[config.mk]
export PLATFORM = sky130hd
export DESIGN_NAME = riscv_lsu
export DESIGN_NICKNAME = d
export VERILOG_FILES = /design/src/rtl/riscv_lsu_pkg.sv /design/src/rtl/riscv_lsu_align.sv /design/src/rtl/riscv_lsu.sv
export SDC_FILE = /design/constraint.sdc
export NUM_CORES = 1
export LEC_CHECK = 0
export ABC_CLOCK_PERIOD_IN_PS = 2300
export CELL_PAD_IN_SITES_DETAIL_PLACEMENT = 0
export CELL_PAD_IN_SITES_GLOBAL_PLACEMENT = 2
export CORE_MARGIN = 1
export CORE_UTILIZATION = 28
export CTS_CLUSTER_SIZE = 28
export DETAILED_ROUTE_END_ITERATION = 7
export GPL_TIMING_DRIVEN = 1
export MAX_ROUTING_LAYER = met4
export PLACE_DENSITY_LB_ADDON = 0.1
export RECOVER_POWER = 50
export SYNTH_ARGS = -nofsm -noshare
export SYNTH_HDL_FRONTEND = slang
export SYNTH_HIERARCHICAL = 1
export SYNTH_SLANG_ARGS = --single-unit
[constraint.sdc]
create_clock -name clk -period 2.3 [get_ports clk]
set_clock_uncertainty 0.2 [all_clocks]
set_input_delay 0.23 -clock clk [delete_from_list [all_inputs] [get_ports clk]]
set_output_delay 0.23 -clock clk [all_outputs]
set_load 0.01 [all_outputs]
[src/rtl/riscv_lsu_pkg.sv]
// rtl/riscv_lsu_pkg.sv - shared types, funct3 codes and lane helpers for riscv_lsu
package riscv_lsu_pkg;

    typedef enum logic [2:0] {
        IDLE    = 3'd0,
        RD      = 3'd1,
        RD_WAIT = 3'd2,
        WR      = 3'd3,
        DONE    = 3'd4
    } lsu_state_e;

    localparam logic [2:0] F3_B  = 3'b000;
    localparam logic [2:0] F3_H  = 3'b001;
    localparam logic [2:0] F3_W  = 3'b010;
    localparam logic [2:0] F3_BU = 3'b100;
    localparam logic [2:0] F3_HU = 3'b101;

    // Pick the addressed byte/half out of a memory word and extend it to 32 bits.
    function automatic logic [31:0] lane_extract(input logic [31:0] word,
                                                 input logic [1:0]  addr_lo,
                                                 input logic [2:0]  funct3);
        logic [31:0] shifted;
        logic [15:0] half;
        shifted = word >> {addr_lo, 3'b000};
        half    = addr_lo[1] ? word[31:16] : word[15:0];
        case (funct3)
            F3_B:    lane_extract = {{24{shifted[7]}}, shifted[7:0]};
            F3_BU:   lane_extract = {24'h0, shifted[7:0]};
            F3_H:    lane_extract = {{16{half[15]}}, half};
            F3_HU:   lane_extract = {16'h0, half};
            F3_W:    lane_extract = word;
            default: lane_extract = 32'h0;
        endcase
    endfunction

    // Overlay the low byte/half of the store data onto the addressed lane of the old word.
    function automatic logic [31:0] lane_merge(input logic [31:0] old_word,
                                               input logic [31:0] data,
                                               input logic [1:0]  addr_lo,
                                               input logic [2:0]  funct3);
        logic [4:0] sh;
        sh = {addr_lo, 3'b000};
        case (funct3)
            F3_B:    lane_merge = (old_word & ~(32'h0000_00FF << sh)) | ({24'h0, data[7:0]} << sh);
            F3_H:    lane_merge = addr_lo[1] ? {data[15:0], old_word[15:0]}
                                             : {old_word[31:16], data[15:0]};
            default: lane_merge = data;
        endcase
    endfunction

endpackage

[src/rtl/riscv_lsu_align.sv]
// rtl/riscv_lsu_align.sv - lane extract/merge and access legality check (LSU_WSTRB_EN adds strobes)
module riscv_lsu_align
    import riscv_lsu_pkg::*;
(
    input  logic        chk_rd,
    input  logic        chk_wr,
    input  logic [2:0]  chk_funct3,
    input  logic [1:0]  chk_addr_lo,
    input  logic [2:0]  funct3,
    input  logic [1:0]  addr_lo,
    input  logic [31:0] rd_word,
    input  logic [31:0] wr_data,
`ifdef LSU_WSTRB_EN
    input  logic [31:0] chk_data,
    output logic [3:0]  wstrb,
    output logic [31:0] wr_repl,
`endif
    output logic        chk_err,
    output logic [31:0] ld_data,
    output logic [31:0] st_word
);

    logic ld_ok;
    logic st_ok;
    logic misalign;

    // Reject conflicting requests, unsupported sizes and unaligned half/word accesses.
    always_comb begin
        ld_ok    = (chk_funct3 == F3_B) || (chk_funct3 == F3_H) || (chk_funct3 == F3_W) ||
                   (chk_funct3 == F3_BU) || (chk_funct3 == F3_HU);
        st_ok    = (chk_funct3 == F3_B) || (chk_funct3 == F3_H) || (chk_funct3 == F3_W);
        misalign = ((chk_funct3[1:0] == 2'b01) && chk_addr_lo[0]) ||
                   ((chk_funct3[1:0] == 2'b10) && (chk_addr_lo != 2'b00));
        chk_err  = (chk_rd && chk_wr) || (chk_rd && !ld_ok) || (chk_wr && !st_ok) || misalign;
    end

    assign ld_data = lane_extract(rd_word, addr_lo, funct3);
    assign st_word = lane_merge(rd_word, wr_data, addr_lo, funct3);

`ifdef LSU_WSTRB_EN
    // Replicate store data over every lane and enable only the addressed ones.
    always_comb begin
        case (chk_funct3)
            F3_B:    begin wstrb = 4'b0001 << chk_addr_lo;                wr_repl = {4{chk_data[7:0]}};  end
            F3_H:    begin wstrb = chk_addr_lo[1] ? 4'b1100 : 4'b0011;    wr_repl = {2{chk_data[15:0]}}; end
            default: begin wstrb = 4'b1111;                               wr_repl = chk_data;            end
        endcase
    end
`endif

endmodule

[src/rtl/riscv_lsu.sv]
// rtl/riscv_lsu.sv - load/store unit FSM; define LSU_WSTRB_EN for byte-strobe stores
module riscv_lsu
    import riscv_lsu_pkg::*;
#(
    parameter int ADDR_W = 10
) (
    input  logic              clk,
    input  logic              reset,
    input  logic              rd_en,
    input  logic              wr_en,
    input  logic [2:0]        funct3,
    input  logic [31:0]       m_addr,
    input  logic [31:0]       m_wr_dat,
    output logic [31:0]       m_rd_dat,
    output logic              busy,
    output logic              done,
    output logic              err,
    output logic [ADDR_W-1:0] mem_addr,
    output logic              mem_rd_en,
    output logic              mem_wr_en,
    output logic [31:0]       mem_wr_dat,
`ifdef LSU_WSTRB_EN
    output logic [3:0]        mem_wstrb,
`endif
    input  logic [31:0]       mem_rd_dat
);

    lsu_state_e  state;
    logic [2:0]  f3_q;
    logic [1:0]  addr_lo_q;
    logic [31:0] wdat_q;
    logic        store_q;
    logic        chk_err;
    logic [31:0] ld_data;
    logic [31:0] st_word;
`ifdef LSU_WSTRB_EN
    logic [3:0]  wstrb;
    logic [31:0] wr_repl;
`endif

    // Byte-address bits above the memory window are deliberately ignored.
    wire unused_addr_hi = ^m_addr[31:ADDR_W+2];

    riscv_lsu_align u_align (
        .chk_rd      (rd_en),
        .chk_wr      (wr_en),
        .chk_funct3  (funct3),
        .chk_addr_lo (m_addr[1:0]),
        .funct3      (f3_q),
        .addr_lo     (addr_lo_q),
        .rd_word     (mem_rd_dat),
        .wr_data     (wdat_q),
`ifdef LSU_WSTRB_EN
        .chk_data    (m_wr_dat),
        .wstrb       (wstrb),
        .wr_repl     (wr_repl),
`endif
        .chk_err     (chk_err),
        .ld_data     (ld_data),
        .st_word     (st_word)
    );

    // Request sequencing with every core/memory output registered.
    always_ff @(posedge clk) begin
        if (reset) begin
            state      <= IDLE;
            f3_q       <= 3'b000;
            addr_lo_q  <= 2'b00;
            wdat_q     <= 32'h0;
            store_q    <= 1'b0;
            m_rd_dat   <= 32'h0;
            busy       <= 1'b0;
            done       <= 1'b0;
            err        <= 1'b0;
            mem_addr   <= '0;
            mem_rd_en  <= 1'b0;
            mem_wr_en  <= 1'b0;
            mem_wr_dat <= 32'h0;
`ifdef LSU_WSTRB_EN
            mem_wstrb  <= 4'b0000;
`endif
        end else begin
            case (state)
                IDLE: begin
                    if (rd_en || wr_en) begin
                        f3_q      <= funct3;
                        addr_lo_q <= m_addr[1:0];
                        wdat_q    <= m_wr_dat;
                        store_q   <= wr_en;
                        mem_addr  <= m_addr[ADDR_W+1:2];
                        busy      <= 1'b1;
                        if (chk_err) begin
                            state    <= DONE;
                            done     <= 1'b1;
                            err      <= 1'b1;
                            m_rd_dat <= 32'h0;
                        end else if (rd_en) begin
                            state     <= RD;
                            mem_rd_en <= 1'b1;
`ifdef LSU_WSTRB_EN
                        end else begin
                            state      <= WR;
                            mem_wr_en  <= 1'b1;
                            mem_wr_dat <= wr_repl;
                            mem_wstrb  <= wstrb;
                        end
`else
                        end else if (funct3 == F3_W) begin
                            state      <= WR;
                            mem_wr_en  <= 1'b1;
                            mem_wr_dat <= m_wr_dat;
                        end else begin
                            state     <= RD;
                            mem_rd_en <= 1'b1;
                        end
`endif
                    end
                end
                RD: begin
                    mem_rd_en <= 1'b0;
                    state     <= RD_WAIT;
                end
                RD_WAIT: begin
                    if (store_q) begin
                        mem_wr_dat <= st_word;
                        mem_wr_en  <= 1'b1;
                        state      <= WR;
                    end else begin
                        m_rd_dat <= ld_data;
                        done     <= 1'b1;
                        state    <= DONE;
                    end
                end
                WR: begin
                    mem_wr_en <= 1'b0;
`ifdef LSU_WSTRB_EN
                    mem_wstrb <= 4'b0000;
`endif
                    m_rd_dat  <= 32'h0;
                    done      <= 1'b1;
                    state     <= DONE;
                end
                DONE: begin
                    done  <= 1'b0;
                    err   <= 1'b0;
                    busy  <= 1'b0;
                    state <= IDLE;
                end
                default: state <= IDLE;
            endcase
        end
    end

endmodule

**Word-level counts from Yosys, hierarchy flattened**

Index checks and enable logic that the tools add are counted.

- Input bits: 103
- Register bits: 120
- Output and inout port bits: 79
- Logic and storage cells: 112

- Shift-type cells: 3
- Mux-type cells: 38
- Bitwise logic cells: 3
- Reductions and logical operators: 33
- Eq/ne operators: 22

Operator list:

| operator | number |
|---|---|
| $mux W32 | 9 |
| $pmux W32 S5 | 1 |
| $pmux W32 S2 | 2 |
| $pmux W32 S3 | 1 |
| $and A32 B32 Y32 | 1 |
| $not A32 Y32 | 1 |
| $or A32 B32 Y32 | 1 |
| $shl A8 B5 Y32 | 1 |
| $shl A8 B5 Y32 const A | 1 |
| $shr A32 B5 Y8 | 1 |
| $mux W16 | 1 |
| $eq A3 B3 Y1 const B | 5 |
| $ne A2 B2 Y1 const B | 7 |
| $mux W1 | 13 |
| $eq A3 B2 Y1 const B | 4 |
| $pmux W3 S4 | 1 |
| $reduce_and A4 Y1 | 3 |
| $reduce_and A6 Y1 | 2 |
| $eq A3 B1 Y1 const B | 3 |
| $logic_not A3 Y1 | 3 |
| $logic_or A1 B1 Y1 | 9 |
| $mux W3 | 3 |
| $reduce_bool A2 Y1 | 4 |
| $pmux W1 S2 | 3 |
| 12 further kinds | 19 |

**Logic depth before layout (Yosys ltp)**

- Depth after elaboration: 13
- Gate-level depth with buffers: 9
- Gate-level depth less buffers: 7

**By module**

The synthesis kept the hierarchy.

Modules (own cells, without submodules):

| module | instances | area an instance (µm²) | cells an instance | seq. area each (µm²) |
|---|---|---|---|---|
| riscv_lsu | 1 | 5016.1 | 560 | 2402.3 |
| riscv_lsu_align | 1 | 1762.9 | 266 | 0.0 |

**Worst setup path before layout**

Ideal clock, no wire load.

- Path type: input port to flip-flop
- Start: input port rd_en
- End: register mem_wr_dat[10]
- Data required time: 2.019 ns
- Path buffers: 2
- Path slack: 0.367 ns
- Library setup time: 0.081 ns
- Data arrival time: 1.652 ns
- Stages on the path: 9
- Cells stage by stage: o21ai_0 a211oi_1 o32a_1 nor3_1 o21a_1 and2_1 buf_4 buf_6 a211oi_2

- Word-level cells in the longest chain between the ends: 6
- Elaborated cells on any way between the ends: 10
- Classes of those cells: eq/ne (3); reduce/logical (7)

RTL lines:

| what | RTL line | RTL |
|---|---|---|
| start, declared | riscv_lsu.sv:9 | `input logic rd_en,` |
| $logic_and A1 B1 Y1 | riscv_lsu_align.sv:34 | `chk_err = (chk_rd && chk_wr) \|\| (chk_rd && !ld_ok) \|\| (chk_wr && !st_ok) \|\| misalign;` |
| $logic_or A1 B1 Y1 (*) (3 in series) | riscv_lsu_align.sv:34 |  |
| named net chk_err | riscv_lsu.sv:33 | `logic chk_err;` |
| $ne A2 B2 Y1 (no line) (*) | n/a |  |
| $reduce_and A6 Y1 (no line) (*) | n/a |  |
| end signal, assigned | riscv_lsu.sv:111 | `mem_wr_dat <= m_wr_dat;` |
| end signal, assigned | riscv_lsu.sv:125 | `mem_wr_dat <= st_word;` |
| end, declared | riscv_lsu.sv:21 | `output logic [31:0] mem_wr_dat,` |

The timed path passes the listed nets; every way through them passes the cells marked *.
A chain may end at the register's enable or synchronous reset.

**Worst setup path after layout**

- Start: input port funct3[0]
- End: register mem_wr_dat[16]

- Word-level cells in the longest chain between the ends: 12
- Elaborated cells on any way between the ends: 24
- Classes of those cells: eq/ne (8); reduce/logical (16)

RTL lines:

| what | RTL line | RTL |
|---|---|---|
| start, declared | riscv_lsu.sv:11 | `input logic [2:0] funct3,` |
| $eq A3 B1 Y1 / $logic_not A3 Y1 (equally long branches) | riscv_lsu_align.sv:29, riscv_lsu_align.sv:31 |  |
| $logic_or A1 B1 Y1 (2 in series) | riscv_lsu_align.sv:29, riscv_lsu_align.sv:31 |  |
| $logic_or A1 B1 Y1 | riscv_lsu_align.sv:29 | `ld_ok = (chk_funct3 == F3_B) \|\| (chk_funct3 == F3_H) \|\| (chk_funct3 == F3_W) \|\|` |
| $logic_or A1 B1 Y1 | riscv_lsu_align.sv:30 | `(chk_funct3 == F3_BU) \|\| (chk_funct3 == F3_HU);` |
| $logic_not A1 Y1 | riscv_lsu_align.sv:34 |  |
| $logic_and A1 B1 Y1 | riscv_lsu_align.sv:34 |  |
| $logic_or A1 B1 Y1 (2 in series) | riscv_lsu_align.sv:34 |  |
| $logic_or A1 B1 Y1 (*) | riscv_lsu_align.sv:34 |  |
| named net chk_err | riscv_lsu.sv:33 |  |
| $ne A2 B2 Y1 (no line) (*) | n/a |  |
| $reduce_and A6 Y1 (no line) (*) | n/a |  |

Marked as above.

==> metrics.log <==
INFO  metric synthSimpleGateAreaFrac = 18.3%
INFO  metric timing.critical_path.slowest_stage_cell = clkdlybuf4s50_1
INFO  metric global_route.usage.total = 21.6%
INFO  metric critical_path.n_buffers_inverters = 2
INFO  metric flip_flop_and_latch_area = 2400 um2
INFO  metric floorplan.die_area = 24,800 um2
INFO  metric synth_top_area_share = 35.4%
INFO  metric start_kind = primary input
INFO  metric yosysTopAreaCell = dfxtp_1
INFO  metric grt_antenna_before_repair = 1
INFO  metric ys_dominant_reg_cell = dfxtp_1
INFO  metric mappedNetlistArea = 6780 um2
INFO  metric yosysSeqAreaShare = 35.4%
INFO  metric core-area = 23,600 um2
INFO  metric worstPathCellList = clkdlybuf4s50_1 > nor3_1 > nor2_1 > o32a_1 > nor3_1 > o21a_1 > and2_1 > buf_12 > a211oi_2
INFO  metric clk_path_buf_depth = 2
INFO  metric final_core_utilization = 40.4%
INFO  metric routed_antenna_nets = 0
INFO  metric hold_viol_final = 0
INFO  metric crit_family = buffers and inverters
INFO  metric max_slew.worst_pin.slew = 0.536 ns
INFO  metric cts_root_buf = clkbuf_16
INFO  metric setup-violations-final = 0
INFO  metric grt_overflow = 0
INFO  metric routed_via_density = 5.23
INFO  metric tritoncts.num_buffers = 17
INFO  metric dpl_cell_area = 8970 um2
INFO  metric synth.ff_latch_count = 120
INFO  metric post_layout_net_count = 1,082
INFO  metric status = finished clean
INFO  metric drive_above_1_share = 17.0%
INFO  metric syn_nets = 929
INFO  metric fraction_of_registers_with_async_set_or_reset_after_synthesis = 0%
INFO  metric power.total = 0.00671 W
INFO  metric timing.final.ws_setup = 0.140 ns
INFO  metric clock_pin_slew_of_the_registers_on_the_worst_case_setup_and_hold_paths = 0.06 ns
INFO  metric cpPeakStageDelay = 0.52 ns
INFO  metric vdd.ir_drop.worst = 384 uV
INFO  metric dp.final_hpwl = 19.4 mm
INFO  metric remaining_drc_errors = 0
INFO  metric finalMaxSlewViolations = 0
INFO  metric tritoncts = done
INFO  metric synth_edf_count = 0
INFO  metric synth_compound_area_share = 31.1%
INFO  metric fin_area = 9530 um2
INFO  metric netlist_top_cells_count = 125 x a21oi_1, 120 x dfxtp_1, 112 x nand2_1
INFO  metric pre_cts_ws = -0.300 ns
INFO  metric first_global_vias = 6,749
INFO  metric rsz0062_at_grt = no
INFO  metric hp-class = primary input to flip-flop
INFO  metric detailroute.via_count = 6,856
INFO  metric synthMostInstantiatedCell = a21oi_1
INFO  metric timing.final.crit_period = 2.16 ns
INFO  metric total_leakage_power = 3.44 nW
INFO  metric timing.critical_path.to_type = flip-flop
INFO  metric max_freq = 463 MHz
INFO  metric critical-path-top-cell-by-count = nor3_1
INFO  metric synth_xor_xnor_area_share = 0%
INFO  metric die_height = 158 um
INFO  metric post_synth_fa_ha_maj_area_fraction = 0%
INFO  metric final.hold.worst_slack = 0.0324 ns
INFO  metric postRouteWirelength = 25.4 mm
INFO  metric drt_iter0_drc = 405
INFO  metric avgSynthCellArea = 8.21 um2
INFO  metric first_pass_grt_wire_length = 39.5 mm
INFO  metric htree_levels = 4
INFO  metric synth.lib_cells_used.distinct = 58
INFO  metric syn_to_final_growth = 40.6%
INFO  metric drv.max_cap_violation_count = 0
INFO  metric synth.mux.area_fraction = 7.92%
INFO  metric portBuffers = 161
INFO  metric period_share = 93.9%
INFO  metric chipWidth = 158 um
INFO  metric netlist_top_cells_area = dfxtp_1 35%, a21oi_1 9.2%, nand2_1 6.2%
INFO  metric gpl.final_weighted_congestion = 0.875
INFO  metric core.rowCount = 56
INFO  metric ys.warnings.count = 6
INFO  metric power_density = 704 nW/um2
INFO  metric fillerInstances = 2,415
INFO  metric drt_pre_antenna_iters = 5
INFO  metric cells_after_synth = 826
INFO  metric grt_start_max_net_pins = 48
INFO  metric area_of_the_multi_input_gates = 3910 um2
INFO  metric worstPathRequired = 2.39 ns
INFO  metric wire_per_inst = 19.3 um
INFO  metric antenna-diode-count = 0
INFO  metric worstSkewPairLatency = 0.42 ns
INFO  metric start_util = 28.7%
INFO  metric critical_path_at = 2.25 ns
INFO  metric worst_slew_margin_rel = 64.3%
INFO  metric cts_num_sinks = 120
INFO  metric cp_max_fo = 32
INFO  metric post-cts-setup-buffers = 0
INFO  metric critical_path_class = primary input to flip-flop
INFO  metric dominant_combinational_cell_family_by_area_after_synthesis = compound AO/OA/AOI/OAI gates
INFO  metric io-pin-count = 182
==> worst paths after layout <==
kind	from	endpoint	slack [ns]	cells after the start
hold / removal	reset	store_q$_SDFFE_PP0P_	0.03	2
setup / recovery	funct3[0]	mem_wr_dat[16]$_SDFFE_PP0P_	0.14	9
setup reg to reg	state[1]$_SDFFE_PP0N_	mem_wr_dat[9]$_SDFFE_PP0P_	0.15	5
hold reg to reg	mem_wr_en$_SDFFE_PP0P_	mem_wr_en$_SDFFE_PP0P_	0.26	1
==> stage by stage <==
step	instances	setup TNS, ns
3_3_place_gp	1279	-14.02
6_report	1311	0
4_1_cts	1311	0
2_1_floorplan	826	0
3_5_place_dp	1279	-15.12
5_1_grt	1311	0
==> registers in the layout, indices dropped and copies added (netlist names), 2 cells and up <==
| name | count |
|---|---|
| addr_lo_q | 2 |
| f3_q | 3 |
| m_rd_dat | 32 |
| mem_addr | 10 |
| mem_wr_dat | 32 |
| state | 3 |
| wdat_q | 32 |
==> kinds of logic (layout without fill, tap and decap cells) <==
family                 Yosys count  after routing
buffers and inverters           91            257
AO/OA/AOI/OAI                  313            313
AND/OR/NAND/NOR                251            251
flip-flops                     120            120
multiplexers                    51             51
==> layout by cell type (no fill, tap or decap), types with 30 or more instances in the layout <==
cell type,instances
a21oi_1,125
dfxtp_1,119
nand2_1,112
clkdlybuf4s50_1,80
dlygate4sd3_1,79
o21ai_0,59
buf_4,44
mux2i_1,33
nand4_1,32
a211oi_2,30
==> layer usage <==
layer	global-route usage, %	part of all wire [%]	up-vias
met3	4.02	5.0	20
met1	29.3	49	3297
met5	-	0	-
li1	-	-	3334
met4	5.32	1.3	0
met2	33.0	45	205
==> area by class of cell <==
cell class / count / area share (%)
Tap cell: 319 / 4.19
Clock inverter: 14 / 1.60
Clock buffer: 18 / 4.50
Timing Repair Buffer: 220 / 23.3
Sequential cell: 120 / 25.2
Multi-Input combinational cell: 615 / 41.0
Inverter: 5 / 0.197
==> report_power, final <==
group	total, W	leakage (nW)	internal [W]	switching (W)
combinational	0.00175	2.19	0.000753	0.000993
clock	0.00265	0.272	0.00160	0.00105
sequential	0.00231	0.979	0.00220	0.000114
==> what timing repair did <==
action	CTS	global route
setup endpoints to repair	0	18
gates resized for setup	0	1
hold buffers	0	0
No activity file was read; power rests on OpenSTA's default activity.
